[src/rtl/bin2bcd_seq.sv]
`default_nettype none
// ============================================================================
// Module      : bin2bcd_seq
// Description : Sequential 20-bit binary to 6-digit BCD converter for a scan
//               display. Serial double-dabble (one bit per clock), followed
//               by a format cycle that adds sign, blanking and overflow dashes.
//               Optional build macro LZ_BLANK_EN: leading-zero blanking with
//               a floating minus sign.
// Revision    : 1.0 - initial release
// ============================================================================
module bin2bcd_seq (
    input  logic        clk,
    input  logic        rst,
    input  logic        start,
    input  logic [19:0] bin_in,
    input  logic        neg,
    output logic        busy,
    output logic        done,
    output logic [23:0] bcd_out,
    output logic        ovf
);

    localparam logic [4:0] c_LAST_SHIFT = 5'd19;
    localparam logic [3:0] c_DASH       = 4'hA;
    localparam logic [3:0] c_BLANK      = 4'hF;

    typedef enum logic [1:0] {
        IDLE  = 2'd0,
        SHIFT = 2'd1,
        FMT   = 2'd2
    } state_t;

    state_t      r_state;
    state_t      w_state_next;

    logic [19:0] r_bin;      // magnitude, shifted out MSB first
    logic        r_neg;      // captured sign
    logic [23:0] r_acc;      // six-digit BCD accumulator
    logic [4:0]  r_cnt;      // shift counter
    logic        r_carry;    // sticky: a bit left the 6-digit accumulator (value >= 1000000)

    logic [23:0] w_adj;
    logic        w_ovf;
    logic        w_neg_eff;
    logic [23:0] w_fmt;

    assign busy = (r_state != IDLE);

    // Overflow: a carry past six digits, or a nonzero sixth digit when the sign needs that slot.
    assign w_ovf     = r_carry | (r_neg & (r_acc[23:20] != 4'd0));
    // Negative zero is shown as plain zero.
    assign w_neg_eff = r_neg & (r_acc != 24'd0);

    // State register.
    always_ff @(posedge clk) begin
        if (rst) begin
            r_state <= IDLE;
        end else begin
            r_state <= w_state_next;
        end
    end

    // Next-state logic: start honoured only in IDLE, 20 shifts, one format cycle.
    always_comb begin
        w_state_next = r_state;
        case (r_state)
            IDLE:    if (start) w_state_next = SHIFT;
            SHIFT:   if (r_cnt == c_LAST_SHIFT) w_state_next = FMT;
            FMT:     w_state_next = IDLE;
            default: w_state_next = IDLE;
        endcase
    end

    // Double-dabble correction: add 3 to every digit that is 5 or more before shifting.
    always_comb begin
        w_adj = r_acc;
        for (int i = 0; i < 6; i++) begin
            if (r_acc[i*4 +: 4] >= 4'd5) begin
                w_adj[i*4 +: 4] = r_acc[i*4 +: 4] + 4'd3;
            end
        end
    end

`ifdef LZ_BLANK_EN
    logic [5:0] w_blank;
    logic       w_seen;

    // Mark leading zero digits; the rightmost digit is never blanked.
    always_comb begin
        w_blank = 6'b0;
        w_seen  = 1'b0;
        for (int i = 5; i >= 1; i--) begin
            if (!w_seen && (r_acc[i*4 +: 4] == 4'd0)) begin
                w_blank[i] = 1'b1;
            end else begin
                w_seen = 1'b1;
            end
        end
    end

    // Display format: dashes on overflow, otherwise blanking with the sign just left of the first numeral.
    always_comb begin
        w_fmt = r_acc;
        if (w_ovf) begin
            w_fmt = {6{c_DASH}};
        end else begin
            for (int i = 1; i < 6; i++) begin
                if (w_blank[i]) begin
                    w_fmt[i*4 +: 4] = c_BLANK;
                end
                if (w_neg_eff && w_blank[i] && !w_blank[i-1]) begin
                    w_fmt[i*4 +: 4] = c_DASH;
                end
            end
        end
    end
`else
    // Display format: dashes on overflow, otherwise zero-padded with the sign in the leftmost digit.
    always_comb begin
        w_fmt = r_acc;
        if (w_ovf) begin
            w_fmt = {6{c_DASH}};
        end else if (w_neg_eff) begin
            w_fmt[23:20] = c_DASH;
        end
    end
`endif

    // Datapath: capture on start, shift during SHIFT, publish results in FMT.
    always_ff @(posedge clk) begin
        if (rst) begin
            r_bin   <= 20'd0;
            r_neg   <= 1'b0;
            r_acc   <= 24'd0;
            r_cnt   <= 5'd0;
            r_carry <= 1'b0;
            done    <= 1'b0;
            bcd_out <= 24'd0;
            ovf     <= 1'b0;
        end else begin
            done <= 1'b0;
            case (r_state)
                IDLE: begin
                    if (start) begin
                        r_bin   <= bin_in;
                        r_neg   <= neg;
                        r_acc   <= 24'd0;
                        r_cnt   <= 5'd0;
                        r_carry <= 1'b0;
                    end
                end
                SHIFT: begin
                    r_acc   <= {w_adj[22:0], r_bin[19]};
                    r_bin   <= {r_bin[18:0], 1'b0};
                    r_carry <= r_carry | w_adj[23];
                    r_cnt   <= r_cnt + 5'd1;
                end
                FMT: begin
                    bcd_out <= w_fmt;
                    ovf     <= w_ovf;
                    done    <= 1'b1;
                end
                default: begin
                end
            endcase
        end
    end

endmodule
`default_nettype wire

[config.mk]
export PLATFORM = sky130hd
export DESIGN_NAME = bin2bcd_seq
export DESIGN_NICKNAME = d
export VERILOG_FILES = /design/src/rtl/bin2bcd_seq.sv
export SDC_FILE = /design/constraint.sdc
export NUM_CORES = 1
export LEC_CHECK = 0
export CORE_UTILIZATION = 30
export CTS_BUF_LIST = sky130_fd_sc_hd__clkbuf_8
export DETAILED_ROUTE_END_ITERATION = 10
export GPL_ROUTABILITY_DRIVEN = 1
export SYNTH_ARGS = -nofsm -noshare
export SYNTH_HDL_FRONTEND = slang
export SYNTH_SLANG_ARGS = --single-unit
[constraint.sdc]
create_clock -name clk -period 1.9 [get_ports clk]
set_clock_uncertainty 0.15 [all_clocks]
set_input_delay 0.475 -clock clk [delete_from_list [all_inputs] [get_ports clk]]
set_output_delay 0.475 -clock clk [all_outputs]
set_load 0.005 [all_outputs]
==> metrics.md <==
| Metric | Value |
|---|---|
| Run status | finished, violations left |
| Failing checks | setup timing |
| Max-cap violations | 0 |
| Drt pass-1 iters | 5 |
| Worst path max stage delay | approximately 0.39 ns |
| Port bufs | 50 |
| Core box area | 11500 µm² |
| CP Max Fanout | 8 |
| Final Hold Fails | 0 |
| Crit end category | flop |
| GRT overflow | 0 |
| DRC Markers | 0 |
| Gate Count Post-Synth | about 400 |
| Via count | around 3200 |
| Fin area | approximately 4700 µm² |
| Effective utilization at floorplan | 31.0% |
| Wire per inst | 14.9 µm |
| FMAX | about 530 MHz |
| CP required | a little over 2 ns |
| Worst-Margin Slew | ~0.61 ns |
| CTS H-tree depth | 3 |
| EDFF count, synth | 0 |
| Chip height | 111 µm |
| Clk pin slew, worst setup/hold paths | roughly 0.080 ns |
| FF+latch count, synth | just under 80 |
| HP Class | reg -> reg |
| Cell mode on critical path | buf_6 |
| Site Rows | 39 |
| Post-Synth Simple-Gate Area | between 10% and 20% |
| Vias in the first global route | 3015 |
| Max Buffers Root-to-Sink | 2 |
| CTS root buf | clkbuf_8 |
| Final nets | between 500 and 600 |
| Critical path launch point type | flop |
| Initial antenna violation count | 0 |
| Footprint of the multi-input gates | approximately 1800 µm² |
| Layout cells sized above 1 | a little under a fifth |
| XOR/XNOR Fraction of Synth Area | less than 1% |
| HPWL after DPL | between 6000 and 7000 µm |
| Post-synthesis net count | about 440 |
| GRT Total Usage | between 15 and 20% |
| Async set or reset register ratio after synthesis | 0% |
| Lkg Pwr | between 1.5 and 2 nW |
| VDD IR max | approximately 0.36 mV |
| CTS tree | built |
| Fillers | around 1200 |
| Buf/Inv on CP | 4 |
| Largest family of logic cells by synthesized area | compound AO/OA/AOI/OAI gates |
| Worst-path cell chain | inv_2 -> ha_4 -> or3b_4 -> buf_6 -> a211oi_4 -> buf_6 -> clkbuf_16 -> a22oi_2 -> nor2_2 |
| Syn avg cell area | approximately 8.8 µm² |
| Final Total Pwr | around 3.2 mW |
| Clk_lat worst skew | 0.36 ns |
| Die width | between 100 and 150 µm |
| IO Pins | 51 |
| Seq/Total Area, Yosys | between 40 and 50% |
| Cell Area, Synth | about 3500 µm² |
| Initial DRC count | 216 |
| Pwr dens | slightly below 700 nW/µm² |
| Largest net degree at the start of global routing | 25 |
| Period utilisation layout | 100% |
| Ys Warns | 0 |
| Slew Limit Fails | 0 |
| Area grow syn2layout | 32.1% |
| Synth Flop Type | dfxtp_1 |
| CTS Sinks | 79 |
| Post-DR vias/cell | 5.18 |
| Final Worst Setup Slack | -0.000177 ns |
| Num CTS Buffers | 9 |
| WP data arrival | ~2 ns |
| First-pass GRT wire length | about 15000 µm |
| Total die area | ~12000 µm² |
| Crit Path Class | reg -> reg |
| Cell Area, Placed | roughly 4400 µm² |
| Hold_ws | between 0.3 and 0.4 ns |
| CP max-delay cell | or3b_4 |
| Post-cts hold buffer count | 0 |
| Final wirelength | a little over 9000 µm |
| Post-Synth Adder-Cell Area | 5.99% |
| DRT antenna net count | 0 |
| Register area | about 1600 µm² |
| Compound-Gate Fraction of Synth Area | between 20% and 30% |
| Synth unique cells | 47 |
| Unrepaired setup endpoints after global routing | yes |
| Multiplexer area fraction after synthesis | 2.29% |
| Diodes inserted | 0 |
| Commonest non-fill, non-tap cells in the layout | dfxtp_1 (72), nor2_1 (64), clkdlybuf4s50_1 (49) |
| Setup Viol. Count Final | 1 |
| Min Tclk post-route | between 1.5 and 2 ns |
| Slew headroom | between 50% and 60% |
| GPL Wtd Cong | 0.796 |
| Most common cell after layout, fill and taps aside | dfxtp_1 |
| Top delay family on crit path | buffers and inverters |
cell families (layout without fill, tap and decap cells):
group / Yosys count / in the layout
AOI/OAI and AO/OA: 110 / 110
xor gates and xnor gates: 2 / 2
adders and majority gates: 17 / 17
buffers and inverters: 39 / 119
DFF: 79 / 79
muxes: 8 / 8
and+or+nand+nor: 147 / 147
synthesized netlist by cell type, types with 2 or more instances:
library cell / number / share of area (%)
o221ai_1: 2 / 0.49
o211ai_1: 4 / 0.85
a32oi_1: 6 / 1.5
o21ai_0: 30 / 4.2
nand3_1: 9 / 1.3
dfxtp_1: 79 / 45
o311ai_0: 6 / 1.5
a22oi_1: 7 / 1.5
nor2b_1: 2 / 0.35
nor4_1: 3 / 0.53
nor2_2: 4 / 0.70
ha_1: 17 / 6.0
a21oi_1: 20 / 2.8
o31ai_1: 7 / 1.5
a21o_1: 3 / 0.63
nand4_1: 8 / 1.4
nor2_1: 64 / 6.8
a22o_1: 6 / 1.5
nor3_1: 22 / 3.1
a22oi_2: 4 / 1.4
nand2_1: 14 / 1.5
or3_1: 2 / 0.35
inv_1: 13 / 1.4
mux2i_1: 7 / 2.0
or2_2: 3 / 0.53
clkbuf_1: 20 / 2.1
o221a_2: 5 / 1.6
o32ai_1: 3 / 0.74
buf_2: 5 / 0.70
xnor2_1: 2 / 0.49
nand2b_1: 9 / 1.6
flip-flops by register name (all words and copies together) (netlist names):
name / cells
bcd_out: 24
r_acc: 24
r_bin: 20
r_cnt: 5
r_state: 2
done: 1
ovf: 1
r_carry: 1
r_neg: 1
worst register-to-register path: stages, from the launching register on:
cell       delay [ns]
dfxtp_2          0.33
inv_2            0.07
ha_4             0.13
or3b_4           0.39
buf_6            0.13
a211oi_4         0.19
buf_6            0.17
clkbuf_16        0.16
a22oi_2          0.05
nor2_2           0.08
per-layer routing:
metal  vias to the layer above  wire (µm)  global-route usage (%)
li1                       1606          -                       -
met1                      1538       4280                    19.8
met2                        81       4450                    24.8
met3                        13        444                    4.32
met4                         0        126                    5.60
met5                         -          0                       0
through the flow:
step                      worst slack [ns]  cells  utilization (%)    TNS, ns
after floorplan                     0.0324    402                -          0
after global placement              -0.244    605             38.5      -8.09
after detailed placement            -0.259    605             38.5      -8.91
after CTS                         -0.00674    622             40.1    -0.0131
after global routing               -0.0723    625             40.9      -1.01
final                            -0.000177    625             40.9  -0.000177
worst paths after layout:
path	endpoint	cells past startpoint	start	slack, ns
min	r_bin[0]	2	r_bin[0]	0.32
max	bcd_out[22]	9	r_acc[20]	-0.0002
min reg2reg	r_bin[0]	2	r_bin[0]	0.32
max reg2reg	bcd_out[22]	9	r_acc[20]	-0.0002
what timing repair did:
action,CTS,global route
hold endpoints to repair,0,0
gates resized for setup,5,10
pin swaps,0,2
setup buffers,1,1
endpoints found under the setup margin,3,27
gates cloned,0,2
cell type report:
| class | instances | share of cell area [%] |
|---|---|---|
| clock buffers | 10 | 2.94 |
| clock inverters | 6 | 0.801 |
| inverters | 13 | 1.04 |
| multi-input cells | 284 | 38.9 |
| flip-flops and latches | 79 | 34.0 |
| well taps | 143 | 3.82 |
| repair buffers | 90 | 18.5 |
where the power goes:
group | switching (mW) | total [mW] | internal (mW)
registers | 0.0256 | 1.73 | 1.70
clock network | 0.631 | 1.14 | 0.505
logic | 0.172 | 0.315 | 0.142
Note: power is estimated with default switching activity, not from simulation.
